### src/rtl/shift_seq_ctrl_pkg.sv
// Shared types for the shift_seq_ctrl serializer.
// State encoding is fixed at 2 bits so that the optional parity state
// (SHIFT_SEQ_PARITY_EN) does not change the state register width.
package shift_seq_pkg;

  typedef enum logic [1:0] {
    ST_IDLE   = 2'd0,
    ST_SHIFT  = 2'd1,
    ST_PARITY = 2'd2,
    ST_DONE   = 2'd3
  } state_e;

  // Bit counter width: must hold the values 0 .. WIDTH.
  function automatic int bit_cnt_w(input int width);
    return $clog2(width + 1);
  endfunction

endpackage

### src/rtl/shift_seq_ctrl_if.sv
// Bus bundle for shift_seq_ctrl: producer handshake, per-frame
// configuration, serial outputs and a state debug tap.
// Handshake: a word transfers on a rising edge where in_valid && in_ready;
// the producer holds in_valid/in_data/lsb_first/clk_div stable until then
// and must not wait for in_ready before raising in_valid.
// Optional parity (SHIFT_SEQ_PARITY_EN) does not change this bundle.
interface shift_seq_ctrl_if
  import shift_seq_pkg::*;
#(
  parameter int WIDTH = 8,
  parameter int DIV_W = 8
);
  logic             in_valid;
  logic             in_ready;
  logic [WIDTH-1:0] in_data;
  logic             lsb_first;
  logic [DIV_W-1:0] clk_div;
  logic             ser_out;
  logic             ser_en;
  logic             bit_tick;
  logic             done;
  logic             busy;
  state_e           dbg_state;

  // Controller side
  modport slave (
    input  in_valid, in_data, lsb_first, clk_div,
    output in_ready, ser_out, ser_en, bit_tick, done, busy, dbg_state
  );

  // Producer / observer side
  modport master (
    output in_valid, in_data, lsb_first, clk_div,
    input  in_ready, ser_out, ser_en, bit_tick, done, busy, dbg_state
  );
endinterface

### src/rtl/shift_seq_ctrl_bit_timer.sv
// bit_timer: loadable down-counter that measures one bit period.
// tick is high while enabled and the count has reached zero; a load on
// the same cycle restarts the period. Unaffected by SHIFT_SEQ_PARITY_EN.
module bit_timer #(
  parameter int DIV_W = 8
) (
  input  logic             clk,
  input  logic             rst,
  input  logic             load,
  input  logic [DIV_W-1:0] load_val,
  input  logic             en,
  output logic             tick
);
  logic [DIV_W-1:0] cnt_q, cnt_d;

  // Next count: load has priority, otherwise count down and hold at zero
  always_comb begin
    cnt_d = cnt_q;
    if (load) begin
      cnt_d = load_val;
    end else if (en && (cnt_q != '0)) begin
      cnt_d = cnt_q - 1'b1;
    end
  end

  // Count register
  always_ff @(posedge clk or posedge rst) begin
    if (rst) begin
      cnt_q <= '0;
    end else begin
      cnt_q <= cnt_d;
    end
  end

  assign tick = en && (cnt_q == '0);
endmodule

### src/rtl/shift_seq_ctrl.sv
// shift_seq_ctrl: serializer controller. Accepts a parallel word over
// valid/ready, latches bit order and bit period, then shifts the word out
// one bit per (clk_div+1) cycles and pulses done after the last bit.
// Define SHIFT_SEQ_PARITY_EN to append one even-parity bit period.
module shift_seq_ctrl
  import shift_seq_pkg::*;
#(
  parameter int WIDTH = 8,
  parameter int DIV_W = 8
) (
  input  logic clk,
  input  logic rst,
  shift_seq_ctrl_if.slave bus
);
  localparam int CNT_W = bit_cnt_w(WIDTH);
  localparam logic [CNT_W-1:0] LAST_BIT = CNT_W'(WIDTH - 1);

  localparam logic [1:0] S_IDLE   = ST_IDLE;
  localparam logic [1:0] S_SHIFT  = ST_SHIFT;
  localparam logic [1:0] S_DONE   = ST_DONE;
`ifdef SHIFT_SEQ_PARITY_EN
  localparam logic [1:0] S_PARITY = ST_PARITY;
`endif

  logic [1:0]       state_q, state_d;
  logic [WIDTH-1:0] sh_q, sh_d;
  logic [CNT_W-1:0] cnt_q, cnt_d;
  logic             lsb_q, lsb_d;
  logic [DIV_W-1:0] div_q, div_d;
`ifdef SHIFT_SEQ_PARITY_EN
  logic             par_q, par_d;
`endif

  logic             timer_load;
  logic [DIV_W-1:0] timer_val;
  logic             timer_en;
  logic             tick;

  assign timer_en = (state_q == S_SHIFT)
`ifdef SHIFT_SEQ_PARITY_EN
                 || (state_q == S_PARITY)
`endif
                 ;

  bit_timer #(.DIV_W(DIV_W)) u_bit_timer (
    .clk      (clk),
    .rst      (rst),
    .load     (timer_load),
    .load_val (timer_val),
    .en       (timer_en),
    .tick     (tick)
  );

  // FSM, shift register and frame configuration next-state logic
  always_comb begin
    state_d    = state_q;
    sh_d       = sh_q;
    cnt_d      = cnt_q;
    lsb_d      = lsb_q;
    div_d      = div_q;
`ifdef SHIFT_SEQ_PARITY_EN
    par_d      = par_q;
`endif
    timer_load = 1'b0;
    timer_val  = div_q;
    case (state_q)
      S_IDLE: begin
        // in_ready is high in IDLE, so in_valid alone means a handshake
        if (bus.in_valid) begin
          sh_d       = bus.in_data;
          lsb_d      = bus.lsb_first;
          div_d      = bus.clk_div;
          cnt_d      = '0;
`ifdef SHIFT_SEQ_PARITY_EN
          par_d      = ^bus.in_data;
`endif
          timer_load = 1'b1;
          timer_val  = bus.clk_div;
          state_d    = S_SHIFT;
        end
      end
      S_SHIFT: begin
        if (tick) begin
          if (cnt_q != LAST_BIT) begin
            sh_d       = lsb_q ? (sh_q >> 1) : (sh_q << 1);
            cnt_d      = cnt_q + 1'b1;
            timer_load = 1'b1;
          end else begin
`ifdef SHIFT_SEQ_PARITY_EN
            timer_load = 1'b1;
            state_d    = S_PARITY;
`else
            state_d    = S_DONE;
`endif
          end
        end
      end
`ifdef SHIFT_SEQ_PARITY_EN
      S_PARITY: begin
        if (tick) begin
          state_d = S_DONE;
        end
      end
`endif
      S_DONE: begin
        state_d = S_IDLE;
      end
      default: begin
        state_d = S_IDLE;
      end
    endcase
  end

  // State and datapath registers
  always_ff @(posedge clk or posedge rst) begin
    if (rst) begin
      state_q <= S_IDLE;
      sh_q    <= '0;
      cnt_q   <= '0;
      lsb_q   <= 1'b0;
      div_q   <= '0;
`ifdef SHIFT_SEQ_PARITY_EN
      par_q   <= 1'b0;
`endif
    end else begin
      state_q <= state_d;
      sh_q    <= sh_d;
      cnt_q   <= cnt_d;
      lsb_q   <= lsb_d;
      div_q   <= div_d;
`ifdef SHIFT_SEQ_PARITY_EN
      par_q   <= par_d;
`endif
    end
  end

  // Serial data: current end of the shift register, or the parity bit
  always_comb begin
    bus.ser_out = 1'b0;
    if (state_q == S_SHIFT) begin
      bus.ser_out = lsb_q ? sh_q[0] : sh_q[WIDTH-1];
    end
`ifdef SHIFT_SEQ_PARITY_EN
    if (state_q == S_PARITY) begin
      bus.ser_out = par_q;
    end
`endif
  end

  assign bus.ser_en    = timer_en;
  assign bus.bit_tick  = tick;
  assign bus.done      = (state_q == S_DONE);
  assign bus.busy      = (state_q != S_IDLE);
  assign bus.in_ready  = (state_q == S_IDLE);
  assign bus.dbg_state = state_e'(state_q);
endmodule

### src/flat_wrapper.sv
// flat-port wrapper written by rule: the top's interface ports become plain ports
module shift_seq_ctrl_flat import shift_seq_pkg::*;
#(
  parameter int WIDTH = 8,
  parameter int DIV_W = 8
)
  (clk, rst, bus_in_valid, bus_in_data, bus_lsb_first, bus_clk_div, bus_in_ready, bus_ser_out, bus_ser_en, bus_bit_tick, bus_done, bus_busy, bus_dbg_state);
  shift_seq_ctrl_if #(.WIDTH(WIDTH), .DIV_W(DIV_W)) bus_i ();
  input  logic clk;
  input  logic rst;
  input wire logic [$bits(bus_i.in_valid)-1:0] bus_in_valid;
  input wire logic [$bits(bus_i.in_data)-1:0] bus_in_data;
  input wire logic [$bits(bus_i.lsb_first)-1:0] bus_lsb_first;
  input wire logic [$bits(bus_i.clk_div)-1:0] bus_clk_div;
  output wire logic [$bits(bus_i.in_ready)-1:0] bus_in_ready;
  output wire logic [$bits(bus_i.ser_out)-1:0] bus_ser_out;
  output wire logic [$bits(bus_i.ser_en)-1:0] bus_ser_en;
  output wire logic [$bits(bus_i.bit_tick)-1:0] bus_bit_tick;
  output wire logic [$bits(bus_i.done)-1:0] bus_done;
  output wire logic [$bits(bus_i.busy)-1:0] bus_busy;
  output wire logic [$bits(bus_i.dbg_state)-1:0] bus_dbg_state;
  assign bus_i.in_valid = bus_in_valid;
  assign bus_i.in_data = bus_in_data;
  assign bus_i.lsb_first = bus_lsb_first;
  assign bus_i.clk_div = bus_clk_div;
  assign bus_in_ready = bus_i.in_ready;
  assign bus_ser_out = bus_i.ser_out;
  assign bus_ser_en = bus_i.ser_en;
  assign bus_bit_tick = bus_i.bit_tick;
  assign bus_done = bus_i.done;
  assign bus_busy = bus_i.busy;
  assign bus_dbg_state = bus_i.dbg_state;
  shift_seq_ctrl #(.WIDTH(WIDTH), .DIV_W(DIV_W)) u_core (.clk(clk), .rst(rst), .bus(bus_i));
endmodule
### config.mk
export PLATFORM = sky130hd
export DESIGN_NAME = shift_seq_ctrl_flat
export DESIGN_NICKNAME = d
export VERILOG_FILES = /design/src/rtl/shift_seq_ctrl_pkg.sv /design/src/rtl/shift_seq_ctrl_if.sv /design/src/rtl/shift_seq_ctrl_bit_timer.sv /design/src/rtl/shift_seq_ctrl.sv /design/src/flat_wrapper.sv
export SDC_FILE = /design/constraint.sdc
export NUM_CORES = 1
export LEC_CHECK = 0
export BUFFER_PORTS_ARGS = -buffer_cell sky130_fd_sc_hd__buf_4
export CORE_ASPECT_RATIO = 1.1
export CORE_MARGIN = 4
export CORE_UTILIZATION = 50
export CTS_BUF_LIST = sky130_fd_sc_hd__clkbuf_4 sky130_fd_sc_hd__clkbuf_8
export DETAILED_ROUTE_END_ITERATION = 6
export GPL_TIMING_DRIVEN = 1
export PLACE_DENSITY = 0.75
export SETUP_SLACK_MARGIN = 0.15
export SLEW_MARGIN = 20
export SYNTH_ARGS = -nofsm -noshare
export SYNTH_HDL_FRONTEND = slang
export SYNTH_SLANG_ARGS = --single-unit
### constraint.sdc
create_clock -name clk -period 1.9 [get_ports clk]
set_input_delay 0.095 -clock clk [delete_from_list [all_inputs] [get_ports clk]]
set_output_delay 0.095 -clock clk [all_outputs]
set_load 0.02 [all_outputs]
==> flow_summary.json <==
{
  "maxCapViolations": 0,
  "status": "complete, but fails checks",
  "leakage_uw": 0.00100,
  "clk_pin_slew_ns": 0.09,
  "hold_depth": 2,
  "worst_ep_arrival_time_ns": 2.21,
  "wirelength_um": 4010,
  "fin_crit_ns": 1.95,
  "slew_violations": 0,
  "std_cell_rows": 21,
  "htree_levels": 2,
  "slew_headroom": 0.737,
  "synth_warnings": 0,
  "ys_ff_latch": 31,
  "critical_path_class": "register to register",
  "routedWlPerCell_um": 16.6,
  "area_growth_pct": 37.6,
  "multiInputGateArea_sq_um": 858,
  "grt_first_pass_wirelength_um": 6250,
  "violations": "setup timing",
  "crit_path_start_kind": "register",
  "drc": 0,
  "synth-main-ff-cell": "dfrtp_1",
  "grt_pass1_vias": 1378,
  "power_density_mw_per_mm2": 967,
  "worst_slew_pin_slew_ns": 0.395,
  "fin_area_sq_mm": 0.00220,
  "cts_tree": "built",
  "clock_sinks": 31,
  "ir_drop_uv": 758,
  "dr_wl_met2_um": 2140,
  "ctsRootBufferMaster": "clkbuf_4",
  "cp-end-kind": "register",
  "synth_top_area_share": 0.486,
  "met1_length_um": 1590,
  "pin_count": 28,
  "dieHeight_um": 67.3,
  "fin_nets": 231,
  "synthTopCellsByArea": "dfrtp_1, mux2_2, mux2i_1",
  "cts_max_path_buffers": 2,
  "yosysUniqueCellTypes": 37,
  "crit_chain": "inv_2 -> ha_1 -> or4b_4 -> o21a_2 -> or4_1 -> a21oi_2",
  "top_layer": "met4",
  "grt_max_degree": 32,
  "drive_gt1_frac": 0.430,
  "power_uw": 2130,
  "crit_cells": 6,
  "finalHoldViolCount": 0,
  "crit_family": "simple AND/OR/NAND/NOR gates",
  "port_buffers": 27,
  "regArea_sq_um": 776,
  "numCtsBuffers": 5,
  "fmax_mhz": 513,
  "clock_latency_ns": 0.34,
  "ant_nets": 0,
  "drt_iter0_markers": 86,
  "cp_slowest_cell": "or4b_4",
  "ys_seq_area_frac": 0.486,
  "synth-edff-count": 0,
  "fin_worst_skew_ns": 0.0117,
  "async_reset_ff_frac": 1.00,
  "antenna_found_initial": 0,
  "rsz0062_at_grt": "yes",
  "grt-ovfl-total": 0,
  "yosysTopAreaCell": "dfrtp_1",
  "core_sq_mm": 0.00305,
  "vias_per_cell": 5.88,
  "min_path_type": "input pin to register",
  "final.setup.worst_slack_ns": -0.0498,
  "synthesis.area_sq_mm": 0.00160,
  "start_util": 0.524,
  "synth.most_common_cell": "dfrtp_1",
  "die_w_um": 61.9,
  "track_usage": 0.210,
  "dp_hpwl_um": 2730,
  "globalplace.congestion": 0.792,
  "ys_top_cells_by_count": "dfrtp_1, a21oi_1, o21ai_0",
  "ff2ff_path_depth": 6,
  "die_area_sq_mm": 0.00416,
  "path_max_fanout": 4,
  "synth_fp_nets": 179,
  "finalCritPeriodShare": 1.03,
  "setup_viol": 6,
  "fillCellCount": 217,
  "routed-wl-met3_um": 170,
  "whs_ns": 0.0114,
  "synthCells": 156,
  "routed-via-count": 1417,
  "syn_avg_cell_area_sq_um": 10.2,
  "dpl_cell_area_sq_mm": 0.00195,
  "dr.pass1.iters": 5,
  "antenna_cells": 0,
  "slowest_delay_ns": 0.46,
  "cp.required_ns": 2.16,
  "path_buf_inv": 1
}
[worst paths after layout]
path	start	to	slack (ns)
worst min-delay path	bus_clk_div[1]	u_core.div_q[1]	0.01
worst max register to register	u_core.u_bit_timer.cnt_q[1]	u_core.cnt_q[3]	-0.05
worst max-delay path	u_core.u_bit_timer.cnt_q[1]	u_core.cnt_q[3]	-0.05
max in group asynchronous	rst	u_core.u_bit_timer.cnt_q[5]	1.22
min in group asynchronous	rst	u_core.div_q[4]	0.39
worst min register to register	u_core.div_q[3]	u_core.div_q[3]	0.52
[per-stage QoR]
step	TNS (ns)	setup slack (ns)	instances	util
CTS	-0.0723	-0.0299	239	0.695
floorplan	-0.205	-0.0735	156	-
global placement	0	0.0126	225	0.640
detailed placement	-0.0687	-0.0184	225	0.640
finish	-0.202	-0.0498	241	0.721
global route	-0.835	-0.127	241	0.721
[power by group]
part           leakage (uW)  internal [uW]  switching (uW)
Combinational      0.000588            411             355
Sequential         0.000389            844             162
Clock             0.0000276            145             207
[area by class of cell]
type	instances	area share
inverters	8	0.0137
multi-input cells	109	0.391
clock buffers	6	0.0205
well taps	34	0.0194
flip-flops and latches	31	0.353
repair buffers	53	0.203
[registers in the layout (all words and copies together) (netlist names)]
name	count
u_core.bus.dbg_state	2
u_core.cnt_q	4
u_core.u_bit_timer.cnt_q	8
u_core.sh_q	8
u_core.div_q	8
u_core.lsb_q	1
[placed cells by master, fill, tap and decap left out, types with 4 or more instances in the layout]
cell type	netlist	routed
nor2_1	8	8
clkbuf_4	0	6
dfrtp_1	31	31
buf_4	0	41
o21ai_2	1	5
inv_1	7	5
mux2_2	11	10
nand3_1	9	5
o21ai_0	14	5
a21oi_1	17	15
o21ai_1	0	4
nand3_2	0	4
dlygate4sd3_1	0	5
buf_6	1	6
mux2i_1	9	9
[layer usage]
layer  track usage  up-vias
li1              -      681
met1         0.244      696
met2         0.351       31
met3        0.0440        9
met4         0.119        0
met5             0        -
[kinds of logic (layout without fill, tap and decap cells)]
logic type      Yosys count  after routing  synth area share
compound gates           46             46             0.175
flops                    31             31             0.486
mux                      20             20             0.134
simple gates             40             40             0.139
buf+inv                  16             67            0.0423
fa+ha+maj                 3              3            0.0235
[timing repair]
item | 4_1_cts | 5_1_grt
hold buffers | 4 | 1
pin swaps | 4 | 5
gates resized for setup | 21 | 16
hold endpoints to repair | 34 | 1
buffers inserted | 4 | 1
endpoints found under the setup margin | 22 | 22
(Power assumes the default switching activity.)
